## src/rtl/fir_pkg.sv

```systemverilog
// Shared constants and state encoding for the FIR tap accumulate stage.
package fir_pkg;

  localparam int DEFAULT_DATA_WIDTH = 16;
  localparam int DEFAULT_TAP_NUM    = 8;
  localparam int DEFAULT_ACC_WIDTH  = 19;

  localparam logic signed [DEFAULT_DATA_WIDTH-1:0] SAT_MAX = 16'sh7FFF;
  localparam logic signed [DEFAULT_DATA_WIDTH-1:0] SAT_MIN = 16'sh8000;

  typedef enum logic [1:0] {
    IDLE = 2'd0,
    ACC  = 2'd1
  } state_t;

endpackage

```

## src/rtl/fir_sat_trunc.sv

```systemverilog
// Combinational saturating narrow from the accumulator width to the sample width.
module fir_sat_trunc
  import fir_pkg::*;
#(
  parameter int DATA_WIDTH = DEFAULT_DATA_WIDTH,
  parameter int ACC_WIDTH  = DEFAULT_ACC_WIDTH
) (
  input  logic [ACC_WIDTH-1:0]  acc,
  output logic [DATA_WIDTH-1:0] data,
  output logic                  clip
);

  // The value fits only if every bit above the output sign bit equals that sign bit.
  logic [ACC_WIDTH-DATA_WIDTH:0] upper;

  assign upper = acc[ACC_WIDTH-1:DATA_WIDTH-1];

  always_comb begin
    clip = !((&upper) || !(|upper));
    data = acc[DATA_WIDTH-1:0];
    if (clip) begin
      data = acc[ACC_WIDTH-1] ? {1'b1, {(DATA_WIDTH-1){1'b0}}}
                              : {1'b0, {(DATA_WIDTH-1){1'b1}}};
    end
  end

endmodule

```

## src/rtl/fir_tap_accumulator.sv

```systemverilog
// Accumulates TAP_NUM signed tap partial sums per group and emits one saturated
// sample per group over a valid/ready handshake, flagging clipping and length errors.
module fir_tap_accumulator
  import fir_pkg::*;
#(
  parameter int DATA_WIDTH = DEFAULT_DATA_WIDTH,
  parameter int TAP_NUM    = DEFAULT_TAP_NUM,
  parameter int ACC_WIDTH  = DEFAULT_ACC_WIDTH
) (
  input  logic                  clk,
  input  logic                  rst,
  input  logic [DATA_WIDTH-1:0] in_data,
  input  logic                  in_valid,
  input  logic                  in_last,
  output logic                  in_ready,
  output logic [DATA_WIDTH-1:0] out_data,
  output logic                  out_valid,
  input  logic                  out_ready,
  output logic                  out_sat,
  output logic                  err_len
);

  localparam int CNT_WIDTH = $clog2(TAP_NUM + 1);

  state_t state, state_next;

  logic [ACC_WIDTH-1:0]  acc, acc_next, beat_ext;
  logic [CNT_WIDTH-1:0]  cnt, cnt_inc, cnt_next;
  logic                  accept, at_tap_num, closing, len_mismatch;
  logic [DATA_WIDTH-1:0] sat_data;
  logic                  sat_clip;

  // Stall input whenever a finished sample is waiting for the consumer.
  assign in_ready = !rst && (!out_valid || out_ready);
  assign accept   = in_valid && in_ready;
  assign beat_ext = {{(ACC_WIDTH-DATA_WIDTH){in_data[DATA_WIDTH-1]}}, in_data};
  assign cnt_inc  = cnt + 1'b1;

  always_comb begin
    state_next   = state;
    acc_next     = acc;
    cnt_next     = cnt;
    at_tap_num   = 1'b0;
    closing      = 1'b0;
    len_mismatch = 1'b0;
    if (accept) begin
      acc_next     = (state == IDLE) ? beat_ext : acc + beat_ext;
      at_tap_num   = (cnt_inc == CNT_WIDTH'(TAP_NUM));
      closing      = in_last || at_tap_num;
      len_mismatch = in_last != at_tap_num;
      cnt_next     = closing ? '0 : cnt_inc;
      state_next   = closing ? IDLE : ACC;
    end
  end

  // The saturator sees the post-add sum so the closing beat lands in the same edge.
  fir_sat_trunc #(
    .DATA_WIDTH(DATA_WIDTH),
    .ACC_WIDTH (ACC_WIDTH)
  ) u_sat (
    .acc (acc_next),
    .data(sat_data),
    .clip(sat_clip)
  );

  always_ff @(posedge clk) begin
    if (rst) begin
      state <= IDLE;
    end else begin
      state <= state_next;
    end
  end

  always_ff @(posedge clk) begin
    if (rst) begin
      acc       <= '0;
      cnt       <= '0;
      out_valid <= 1'b0;
      out_data  <= '0;
      out_sat   <= 1'b0;
      err_len   <= 1'b0;
    end else begin
      acc     <= acc_next;
      cnt     <= cnt_next;
      err_len <= closing && len_mismatch;
      if (closing) begin
        out_valid <= 1'b1;
        out_data  <= sat_data;
        out_sat   <= sat_clip;
      end else if (out_ready) begin
        out_valid <= 1'b0;
      end
    end
  end

endmodule

```

## config.mk

```make
export PLATFORM = sky130hd
export DESIGN_NAME = fir_tap_accumulator
export DESIGN_NICKNAME = d
export VERILOG_FILES = /design/src/rtl/fir_pkg.sv /design/src/rtl/fir_sat_trunc.sv /design/src/rtl/fir_tap_accumulator.sv
export SDC_FILE = /design/constraint.sdc
export NUM_CORES = 1
export LEC_CHECK = 0
export BUFFER_PORTS_ARGS = -buffer_cell sky130_fd_sc_hd__buf_2
export CAP_MARGIN = 15
export CORE_MARGIN = 4
export CORE_UTILIZATION = 32
export CTS_CLUSTER_SIZE = 40
export DETAILED_ROUTE_END_ITERATION = 6
export GPL_TIMING_DRIVEN = 0
export PLACE_DENSITY = 0.53
export RECOVER_POWER = 100
export REMOVE_ABC_BUFFERS = 1
export SYNTH_ARGS = -nofsm -noshare
export SYNTH_HDL_FRONTEND = slang
export SYNTH_SLANG_ARGS = --single-unit
```

## constraint.sdc

```tcl
create_clock -name clk -period 5.6 [get_ports clk]
set_clock_uncertainty 0.05 [all_clocks]
set_input_delay 0.56 -clock clk [delete_from_list [all_inputs] [get_ports clk]]
set_output_delay 0.56 -clock clk [all_outputs]
set_load 0.1 [all_outputs]
```

==> impl_metrics.py <==
metrics = {
    "logic_synthesis": {
        "syn_area_sq_um": 2850,
        "ys_async_sr_fraction_pct": 0,
        "yosys_warnings": 0,
        "synth_area_per_cell_sq_um": 8.63,
        "ys_types": 51,
        "ys_seq_elements": 43,
        "ys.flop_type": "dfxtp_1",
        "synth_enable_flop_cells": 0,
        "ys_seq_area_share_pct": 30.2,
        "syn_inst": 330,
    },
    "hold_path": {
        "worstHoldPathType": "register to register",
    },
    "setup_path": {
        "required_ns": 5.78,
        "cp_max_fo": 42,
        "crit_type": "input port to register",
        "startpoint_type": "input port",
        "arrival_ns": 4.23,
        "reg2reg_slack_ns": 1.64,
        "critPathCaptureType": "register",
    },
    "finish": {
        "layout-drive-gt1-share_pct": 9.04,
        "diodes": 0,
        "nets": 406,
        "area_growth_pct": 10.8,
        "n_fill_cell": 951,
    },
    "job": {
        "maxCapViolations": 0,
    },
    "pwr": {
        "p_per_area_nw_per_um2": 240,
        "power_leakage_nw": 1.21,
        "max-vdd-ir-drop_mv": 0.136,
    },
    "placed_design": {
        "gp_congestion": 0.784,
        "dp_hpwl_um": 5210,
        "port_buffers": 40,
    },
    "timing": {
        "drv_slew": 0,
        "setup_viol": 0,
        "slew-limit-headroom_pct": 21.3,
        "fmax_mhz": 247,
        "rsz0062_at_grt": "no",
        "hold_slack_ns": 0.412,
        "fin_crit_sh_pct": 72.3,
        "period_needed_ns": 4.05,
        "finalHoldViolCount": 0,
        "tns_ns": 0,
        "worst_slew_pin_slew_ns": 1.18,
    },
    "floorplanning": {
        "io_pins": 41,
        "die_area_sq_um": 10500,
        "design.core.area_sq_um": 8680,
        "die_h_um": 102,
        "num_rows": 34,
        "die_w_um": 102,
        "initial_core_util_pct": 32.8,
    },
    "route": {
        "vias_per_cell": 5.26,
        "drt_first_iter_violations": 78,
        "vias": 2488,
        "routedWlPerCell_um": 14.6,
        "dr.pass1.iters": 5,
        "drt_wl_total_um": 6880,
        "antenna_left": 0,
        "drcViolationCount": 0,
    },
    "clocking": {
        "clock_path_buffers": 2,
        "cts_buffers": 5,
        "htreeDepth": 2,
        "cts_sinks": 43,
        "clock_latency_ns": 0.29,
        "cts_tree": "built",
        "ctsHoldBuffers": 0,
        "clockRootBuffer": "clkbuf_8",
        "cts_resized": 0,
        "clk_pin_slew_ns": 0.08,
        "postCtsSetupRepairBufs": 0,
    },
    "global_route": {
        "grt-ovfl-total": 0,
        "grt_pass1_vias": 2360,
        "antenna_found_initial": 0,
        "grt_use_total_pct": 14.0,
        "grt_pass1_wl_um": 11800,
        "grt_max_degree": 43,
    },
    "run_status": {
        "status": "completed",
    },
}
per-layer routing:
| layer | track usage [%] | part of all wire (%) | vias up |
|---|---|---|---|
| met5 | 0 | 0 | - |
| met4 | 4.04 | 1.5 | 0 |
| met3 | 2.25 | 3.6 | 8 |
| met2 | 21.3 | 43 | 47 |
| met1 | 20.3 | 51 | 1143 |
| li1 | - | - | 1290 |
cells in the final DEF, fill, tap and decap left out, types with 2 or more instances in the layout:
cell       n
a211oi_1   4
a21o_1     5
a21oi_1   23
a221o_1   15
and2_0    12
and2_1     6
and3_1     3
buf_2     19
clkbuf_1  22
clkbuf_8   5
dfxtp_1   43
ha_1      20
inv_1      7
mux2i_1   20
nand2_1   32
nand2b_1   4
nand3_1   12
nand3b_1   3
nand4_1    5
nor2_1    18
nor3_1     4
nor3b_1    2
o211ai_1   6
o21a_1     3
o21ai_0   24
o21ai_1    4
o31ai_1    2
or3_1      3
xnor2_1   12
xor2_1     3
final cells by class:
cell class                 count  area, sq um  share of cell area (%)
multi-input combinational    265         1850                    58.7
timing repair buffer          42          196                    6.23
clock buffer                   6         72.6                    2.30
clock inverter                 2         12.5                   0.397
sequential                    43          861                    27.3
inverter                       7         26.3                   0.833
tap                          108          135                    4.28
state kept, by name, indices dropped and copies added, names as in the netlist:
name	count
acc	19
cnt	4
err_len	1
out_data	16
out_sat	1
out_valid	1
state	1
logic make-up (layout without fill, tap and decap cells):
| group | count (synthesis) | after routing | share of synthesized area, % |
|---|---|---|---|
| adder cells (fa/ha/maj) | 21 | 21 | 9.49 |
| flip-flops | 43 | 43 | 30.2 |
| buffers and inverters | 22 | 57 | 3.73 |
| AND/OR/NAND/NOR | 112 | 112 | 20.9 |
| XOR/XNOR | 15 | 15 | 4.61 |
| AO/OA/AOI/OAI | 96 | 96 | 23.6 |
| multiplexers | 21 | 21 | 7.42 |
metrics by stage:
step	worst slack [ns]	std cells	total power (W)	area [sq um]	utilization [%]
floorplan	1.90	315	0.000525	2770	-
global placement	0.988	463	0.000575	3100	35.8
detailed placement	1.55	464	0.000578	3120	36.0
CTS	1.85	472	0.000776	3210	37.0
global route	1.10	473	0.000807	3160	36.4
finish	1.55	473	0.000758	3160	36.4
cell usage after synthesis (2+ instances only):
master    instances  area (sq um)
o21a_1            3          22.5
buf_6             3          33.8
nor3b_1           2          15.0
o211ai_1          5          37.5
ha_1             20           250
dfxtp_1          43           861
a221o_1          15           150
and3_1            3          18.8
or3_1             3          18.8
nor3_1            4          20.0
xor2_1            3          26.3
a21oi_1          23           115
nand3_1          13          65.1
clkbuf_1          8          30.0
a211oi_2          2          25.0
nor2_1           18          67.6
o21ai_0          24           120
a211oi_1          3          22.5
o31ai_1           2          15.0
mux2i_1          20           200
buf_1             3          11.3
xnor2_1          12           105
nand3b_1          3          22.5
nand2b_1          4          25.0
and2_1           18           113
nand2_1          32           120
inv_1             6          22.5
nand4_1           5          31.3
a21o_1            5          37.5
o21ai_1           4          20.0
report_power, final:
group / internal [W] / leakage, nW / switching, W
Sequential: 0.000323 / 0.351 / 0.0000128
Clock: 0.0000873 / 0.0412 / 0.000105
Combinational: 0.0000689 / 0.817 / 0.000160
Total: 0.000479 / 1.21 / 0.000278
worst max-delay path, cell delays in order:
cell	delay [ns]
clkbuf_1	0.26
inv_1	0.47
nand3_2	0.73
or4b_1	0.71
mux2i_1	0.14
nor4_1	0.12
or4_1	0.56
a21oi_4	0.42
a221o_1	0.23
final timing paths:
check | to | from | cells after the start
max | out_data[13] | rst | 9
min | out_sat | out_sat | 2
max reg2reg | out_data[12] | acc[0] | 11
min reg2reg | out_sat | out_sat | 2
Note: power is estimated with default switching activity, not from simulation.
